## src/rtl/cpu_instr_prefetch_reg_pkg.sv

```systemverilog
// Shared constants for the instruction prefetch queue: NOP encoding, default widths,
// and the occupancy-counter width helper.
package cpu_pkg;

    localparam int DEF_INSTR_W = 12;
    localparam int DEF_ADDR_W  = 9;

    localparam logic [DEF_INSTR_W-1:0] NOP_INSTR = 12'h000;

    // Occupancy counter must represent 0..depth inclusive.
    function automatic int count_w(input int depth);
        return $clog2(depth + 1);
    endfunction

endpackage

```

## src/rtl/cpu_instr_prefetch_reg_if.sv

```systemverilog
// Fetch-side and issue-side handshake bundle for the prefetch queue.
// Optional skip input exists only when CPU_PREFETCH_SKIP_EN is defined.
interface cpu_instr_prefetch_reg_if
    import cpu_pkg::*;
#(
    parameter int INSTR_W = DEF_INSTR_W,
    parameter int ADDR_W  = DEF_ADDR_W,
    parameter int DEPTH   = 2
);
    localparam int COUNT_W = count_w(DEPTH);

    logic               fetch_valid;
    logic [INSTR_W-1:0] fetch_instr;
    logic [ADDR_W-1:0]  fetch_pc;
    logic               fetch_ready;
    logic               flush;
    logic               issue_valid;
    logic [INSTR_W-1:0] issue_instr;
    logic [ADDR_W-1:0]  issue_pc;
    logic               issue_ready;
    logic [COUNT_W-1:0] count;
`ifdef CPU_PREFETCH_SKIP_EN
    logic               skip;
`endif

    // master: program memory + decode side; slave: the queue itself
    modport master (
        output fetch_valid, fetch_instr, fetch_pc, flush, issue_ready,
`ifdef CPU_PREFETCH_SKIP_EN
        output skip,
`endif
        input  fetch_ready, issue_valid, issue_instr, issue_pc, count
    );

    modport slave (
        input  fetch_valid, fetch_instr, fetch_pc, flush, issue_ready,
`ifdef CPU_PREFETCH_SKIP_EN
        input  skip,
`endif
        output fetch_ready, issue_valid, issue_instr, issue_pc, count
    );

endinterface

```

## src/rtl/cpu_prefetch_mem.sv

```systemverilog
// DEPTH x W storage array: one synchronous write port, one asynchronous read port.
// Contents are not reset; occupancy tracking in the parent decides what is meaningful.
module cpu_prefetch_mem #(
    parameter int W     = 21,
    parameter int DEPTH = 2,
    parameter int PTR_W = $clog2(DEPTH)
) (
    input  logic             clk,
    input  logic             we,
    input  logic [PTR_W-1:0] waddr,
    input  logic [W-1:0]     wdata,
    input  logic [PTR_W-1:0] raddr,
    output logic [W-1:0]     rdata
);

    logic [W-1:0] mem [DEPTH];

    always_ff @(posedge clk) begin
        if (we) begin
            mem[waddr] <= wdata;
        end
    end

    assign rdata = mem[raddr];

endmodule

```

## src/rtl/cpu_instr_prefetch_reg.sv

```systemverilog
// DEPTH-entry instruction prefetch queue with PC tags; issue_* shows NOP/zero when empty.
// Latency one edge push-to-issue, no bypass; fetch_ready drops when full; optional CPU_PREFETCH_SKIP_EN.
module cpu_instr_prefetch_reg
    import cpu_pkg::*;
#(
    parameter int INSTR_W = DEF_INSTR_W,
    parameter int ADDR_W  = DEF_ADDR_W,
    parameter int DEPTH   = 2
) (
    input logic                   clk,
    input logic                   rst,
    cpu_instr_prefetch_reg_if.slave bus
);

    localparam int PTR_W   = $clog2(DEPTH);
    localparam int COUNT_W = count_w(DEPTH);
    localparam int ENTRY_W = INSTR_W + ADDR_W;

    logic [PTR_W-1:0]   rd_ptr;
    logic [PTR_W-1:0]   wr_ptr;
    logic [COUNT_W-1:0] count_q;
    logic               push;
    logic               pop;
    logic [ENTRY_W-1:0] head_entry;
    logic [INSTR_W-1:0] head_instr;
    logic [ADDR_W-1:0]  head_pc;
    logic               nop_head;

    assign bus.fetch_ready = (count_q != COUNT_W'(DEPTH));
    assign bus.issue_valid = (count_q != '0);
    assign bus.count       = count_q;

    assign push = bus.fetch_valid & bus.fetch_ready;
    assign pop  = bus.issue_valid & bus.issue_ready;

    cpu_prefetch_mem #(
        .W     (ENTRY_W),
        .DEPTH (DEPTH),
        .PTR_W (PTR_W)
    ) u_mem (
        .clk   (clk),
        .we    (push & ~bus.flush),
        .waddr (wr_ptr),
        .wdata ({bus.fetch_instr, bus.fetch_pc}),
        .raddr (rd_ptr),
        .rdata (head_entry)
    );

    // Flush wins over push and pop; count is tracked on its own, not from pointer difference.
    always_ff @(posedge clk or posedge rst) begin
        if (rst) begin
            rd_ptr  <= '0;
            wr_ptr  <= '0;
            count_q <= '0;
        end else if (bus.flush) begin
            rd_ptr  <= '0;
            wr_ptr  <= '0;
            count_q <= '0;
        end else begin
            if (push) begin
                wr_ptr <= wr_ptr + PTR_W'(1);
            end
            if (pop) begin
                rd_ptr <= rd_ptr + PTR_W'(1);
            end
            case ({push, pop})
                2'b10:   count_q <= count_q + COUNT_W'(1);
                2'b01:   count_q <= count_q - COUNT_W'(1);
                default: count_q <= count_q;
            endcase
        end
    end

`ifdef CPU_PREFETCH_SKIP_EN
    logic skip_pending;

    // A skip arriving with a pop targets the word after the one being popped.
    always_ff @(posedge clk or posedge rst) begin
        if (rst) begin
            skip_pending <= 1'b0;
        end else if (bus.flush) begin
            skip_pending <= 1'b0;
        end else if (bus.skip) begin
            skip_pending <= 1'b1;
        end else if (pop) begin
            skip_pending <= 1'b0;
        end
    end

    assign nop_head = skip_pending;
`else
    assign nop_head = 1'b0;
`endif

    assign head_instr = head_entry[ENTRY_W-1:ADDR_W];
    assign head_pc    = head_entry[ADDR_W-1:0];

    assign bus.issue_instr = (bus.issue_valid && !nop_head) ? head_instr : INSTR_W'(NOP_INSTR);
    assign bus.issue_pc    = bus.issue_valid ? head_pc : '0;

endmodule

```

## src/flat_wrapper.sv

```systemverilog
// flat-port wrapper written by rule: the top's interface ports become plain ports
module cpu_instr_prefetch_reg_flat import cpu_pkg::*;
#(
    parameter int INSTR_W = DEF_INSTR_W,
    parameter int ADDR_W  = DEF_ADDR_W,
    parameter int DEPTH   = 2
)
  (clk, rst, bus_fetch_valid, bus_fetch_instr, bus_fetch_pc, bus_flush, bus_issue_ready, bus_fetch_ready, bus_issue_valid, bus_issue_instr, bus_issue_pc, bus_count);
  cpu_instr_prefetch_reg_if #(.INSTR_W(INSTR_W), .ADDR_W(ADDR_W), .DEPTH(DEPTH)) bus_i ();
  input logic clk;
  input logic rst;
  input wire logic [$bits(bus_i.fetch_valid)-1:0] bus_fetch_valid;
  input wire logic [$bits(bus_i.fetch_instr)-1:0] bus_fetch_instr;
  input wire logic [$bits(bus_i.fetch_pc)-1:0] bus_fetch_pc;
  input wire logic [$bits(bus_i.flush)-1:0] bus_flush;
  input wire logic [$bits(bus_i.issue_ready)-1:0] bus_issue_ready;
  output wire logic [$bits(bus_i.fetch_ready)-1:0] bus_fetch_ready;
  output wire logic [$bits(bus_i.issue_valid)-1:0] bus_issue_valid;
  output wire logic [$bits(bus_i.issue_instr)-1:0] bus_issue_instr;
  output wire logic [$bits(bus_i.issue_pc)-1:0] bus_issue_pc;
  output wire logic [$bits(bus_i.count)-1:0] bus_count;
  assign bus_i.fetch_valid = bus_fetch_valid;
  assign bus_i.fetch_instr = bus_fetch_instr;
  assign bus_i.fetch_pc = bus_fetch_pc;
  assign bus_i.flush = bus_flush;
  assign bus_i.issue_ready = bus_issue_ready;
  assign bus_fetch_ready = bus_i.fetch_ready;
  assign bus_issue_valid = bus_i.issue_valid;
  assign bus_issue_instr = bus_i.issue_instr;
  assign bus_issue_pc = bus_i.issue_pc;
  assign bus_count = bus_i.count;
  cpu_instr_prefetch_reg #(.INSTR_W(INSTR_W), .ADDR_W(ADDR_W), .DEPTH(DEPTH)) u_core (.clk(clk), .rst(rst), .bus(bus_i));
endmodule
```

## config.mk

```make
export PLATFORM = sky130hd
export DESIGN_NAME = cpu_instr_prefetch_reg_flat
export DESIGN_NICKNAME = d
export VERILOG_FILES = /design/src/rtl/cpu_instr_prefetch_reg_pkg.sv /design/src/rtl/cpu_instr_prefetch_reg_if.sv /design/src/rtl/cpu_prefetch_mem.sv /design/src/rtl/cpu_instr_prefetch_reg.sv /design/src/flat_wrapper.sv
export SDC_FILE = /design/constraint.sdc
export NUM_CORES = 1
export LEC_CHECK = 0
export ABC_AREA = 1
export BUFFER_PORTS_ARGS = -buffer_cell sky130_fd_sc_hd__buf_2
export CELL_PAD_IN_SITES_DETAIL_PLACEMENT = 1
export CELL_PAD_IN_SITES_GLOBAL_PLACEMENT = 1
export CORE_MARGIN = 5
export CORE_UTILIZATION = 44
export CTS_BUF_LIST = sky130_fd_sc_hd__clkbuf_2
export DETAILED_ROUTE_END_ITERATION = 8
export MAX_ROUTING_LAYER = met4
export PLACE_DENSITY_LB_ADDON = 0.15
export SYNTH_ARGS = -nofsm -noshare
export SYNTH_HDL_FRONTEND = slang
export SYNTH_HIERARCHICAL = 1
export SYNTH_SLANG_ARGS = --single-unit
```

## constraint.sdc

```tcl
create_clock -name clk -period 4 [get_ports clk]
set_clock_uncertainty 0.05 [all_clocks]
set_input_delay 0.2 -clock clk [delete_from_list [all_inputs] [get_ports clk]]
set_output_delay 0.2 -clock clk [all_outputs]
set_load 0.01 [all_outputs]
```

==> summary.txt <==
Power and ir drop
  – P_sw: about 0.34 mW
  – Worst vdd ir: around 0.00044 V
  – Final total power: about 1.1 mW
  – Pleak: 1.22 nW
  – Switching Share: 30.5%
  – Sequential power share: a little over half
  – Internal: 0.780 mW
  – PwrDens: around 440 mW/mm^2
  – Clock share of power: a little over a fifth
  – Comb power frac: around a quarter

Finish
  – Post-route insts no fill: ~320
  – Most common cell after layout, fill and taps aside: nand2_1
  – Fillcell total: 513
  – P&R area growth vs syn: 28.7%
  – Commonest non-fill, non-tap cells in the layout: nand2_1, buf_2, edfxtp_1, inv_1, nor2_1
  – Nets: between 200 and 300
  – Share of layout cells above drive strength 1: ~25%
  – Ant diodes: 0

Route
  – Iteration count of the initial detailed-routing pass: 2
  – Routed WL: ~4000 um
  – Via density: 4.54
  – Initial drt markers: 26
  – Remaining DRCs: 0
  – ANT nets after route: 0
  – WL/cell: between 10 and 15 um
  – Routed vias: about 1500

Setup path
  – Critical Path RT: between 3 and 4 ns
  – Critical Path Most Common Cell: nand2_1
  – Crit Path Max Fanout: 24
  – Slowest CP cell: dfrtp_1
  – Worst Path Arrival: roughly 2.1 ns
  – Worst setup path class: reg2out
  – CP peak stage delay: approximately 0.9 ns
  – Crit start category: flop
  – Buf/Inv on CP: 3
  – Crit. End Element: primary output
  – Top cell family by delay on the critical path: flip-flops
  – Crit path cell chain: inv_2 > nand2_1 > nand2_1 > inv_1 > nor2_1 > buf_2

STA
  – Hold Fails Final Rpt: 0
  – Finish-stage setup viols: 0
  – Period minus WS final: about 2.4 ns
  – Fin crit share: 59.9%
  – Slew margin rel.: 31.7%
  – Max Freq: between 0.4 and 0.5 GHz
  – Slew Viols, Final: 0
  – Setup_tns: 0 ns
  – RSZ-0062 raised after global routing: no
  – Worst-Margin Slew: between 1 and 1.5 ns

Synth
  – Syn Inst Count: around 200
  – Yosys warning count: 6
  – Complex-gate fraction of the synthesized area: 0.759%
  – Synth Area in Adders: 0%
  – Avg Cell Area, Syn: approximately 10 sq um
  – Register area share after synthesis: around 69%
  – Mapped Nets: ~220
  – Fraction of the mapped netlist area in simple logic gates: between 20% and 30%
  – Register bit total from synthesis: 46
  – Synth Area in XOR/XNOR: 0.442%
  – Post-synthesis cell type count: 17
  – Post-synthesis mux area share: 0%
  – Largest family of logic cells by synthesized area: simple AND/OR/NAND/NOR gates
  – Mapped cell area: roughly 0.0020 sq mm

Die
  – Initial Util: between 40% and 50%
  – # rows: 24
  – Die area: 0.00594 sq mm
  – Ports: a little over 50
  – CORE AREA: ~0.0044 sq mm
  – Die H: a little under 80 um
  – Die X: roughly 77 um

Clock network
  – CTS root buffer: clkbuf_2
  – Clock Pin Slew Worst Setup and Hold Paths: roughly 0.21 ns
  – CTS tree: yes
  – CTS buffer count: 5
  – Clock sinks: between 40 and 50
  – Setup Buffers After CTS: 0
  – H-tree Lvls: 2
  – Clk_lat worst skew: 0.39 ns
  – Post_cts resized: 0
  – CTS max path bufs: 2

Worst hold path
  – Hold WC Path Type: in2reg

Global route
  – First-pass GRT wire length: a little under 7000 um
  – Total congestion overflow: 0
  – Vias in the first global route: 1587
  – Largest net degree at the start of global routing: 25
  – Tot GR Track Use: around 15%
  – Initial antenna violation count: 0

Outcome
  – Outcome: completed

Placement
  – DP Wirelength: 2690 um
  – RePlAce Congestion: 0.761
  – Placed cells: 291
  – IO buf count: 50

Job
  – Max-Cap Viols: 0
==> sequential cells by signal, indices dropped and copies added (netlist names) <==
register and cells:
u_core/bus.count 2, u_core/rd_ptr 1, u_core/u_mem/mem 42, u_core/wr_ptr 1
==> final timing paths <==
kind | cells past startpoint | slack, ns | to | from
worst max-delay path | 6 | 1.61 | bus_issue_pc[1] | u_core/rd_ptr$_DFFE_PP0P_
worst min-delay path | 4 | 0.13 | u_core/wr_ptr$_DFFE_PP0P_ | bus_fetch_valid
worst max register to register | 6 | 1.85 | u_core/u_mem/mem[0][15]$_DFFE_PP_ | u_core/bus.count[0]$_DFFE_PP0P_
worst min register to register | 2 | 0.57 | u_core/wr_ptr$_DFFE_PP0P_ | u_core/wr_ptr$_DFFE_PP0P_
max in group asynchronous | 3 | 3.60 | u_core/rd_ptr$_DFFE_PP0P_ | rst
min in group asynchronous | 3 | 0.15 | u_core/bus.count[1]$_DFFE_PP0P_ | rst
==> synthesized netlist by cell type <==
| cell type | instances | area (sq um) |
|---|---|---|
| nand2_1 | 71 | 267 |
| edfxtp_1 | 42 | 1260 |
| inv_1 | 28 | 105 |
| nor2_1 | 27 | 101 |
| dfrtp_1 | 4 | 100 |
| inv_2 | 3 | 11.3 |
| nand2_2 | 3 | 18.8 |
| nand3_1 | 3 | 15.0 |
| a21oi_1 | 2 | 10.0 |
| buf_2 | 2 | 10.0 |
| buf_4 | 2 | 15.0 |
| buf_6 | 2 | 22.5 |
| nor2_2 | 2 | 12.5 |
| nand3_2 | 1 | 10.0 |
| nand4_1 | 1 | 6.26 |
| o21ai_1 | 1 | 5.00 |
| xor2_1 | 1 | 8.76 |
==> routing by layer <==
layer	up-vias	GRT usage (%)	part of all wire [%]
met5	-	-	0
met4	0	4.64	1.5
met3	5	3.98	4.3
met2	31	27.6	53
met1	675	15.4	42
li1	750	-	-
==> power by group through the flow <==
stage / Sequential (mW) / Clock (mW) / Combinational, mW
after floorplan: 0.590 / 0 / 0.186
after global placement: 0.599 / 0 / 0.270
after detailed placement: 0.601 / 0 / 0.275
after CTS: 0.590 / 0.257 / 0.294
after global routing: 0.596 / 0.278 / 0.332
final: 0.589 / 0.244 / 0.289
==> logic make-up (layout without fill, tap and decap cells) <==
group / count (synthesis) / after routing
simple gates: 108 / 108
flops: 46 / 46
buf+inv: 37 / 112
compound gates: 3 / 3
xor+xnor: 1 / 1
==> worst min-delay path: cells and delay by family <==
kind / cells / cell delay (ns)
AND/OR/NAND/NOR: 2 / 0.14
XOR/XNOR: 1 / 0.13
buffers and inverters: 1 / 0.10
==> timing repair <==
action                     4_1_cts  5_1_grt
hold endpoints to repair        48        0
hold buffers                    23        0
setup endpoints to repair        0        0
==> metrics by stage <==
stage	cell area (sq um)	hold WS (ns)	util, %	setup slack (ns)
after floorplan	1980	-0.0839	-	1.76
after global placement	2250	0.0505	51.7	1.96
after detailed placement	2250	0.0488	51.7	1.89
after CTS	2550	0.0877	58.5	1.48
after global routing	2550	0.0835	58.5	1.24
final	2550	0.132	58.5	1.61
==> cell type report <==
cell class	count	area, sq um	share of cell area (%)
clock buffer	6	30.0	1.18
multi-input combinational	112	457	17.9
tap	52	65.1	2.55
inverter	31	116	4.57
sequential	46	1360	53.4
clock inverter	2	37.5	1.47
timing repair buffer	73	480	18.9
Power figures use the tool's default switching activity.
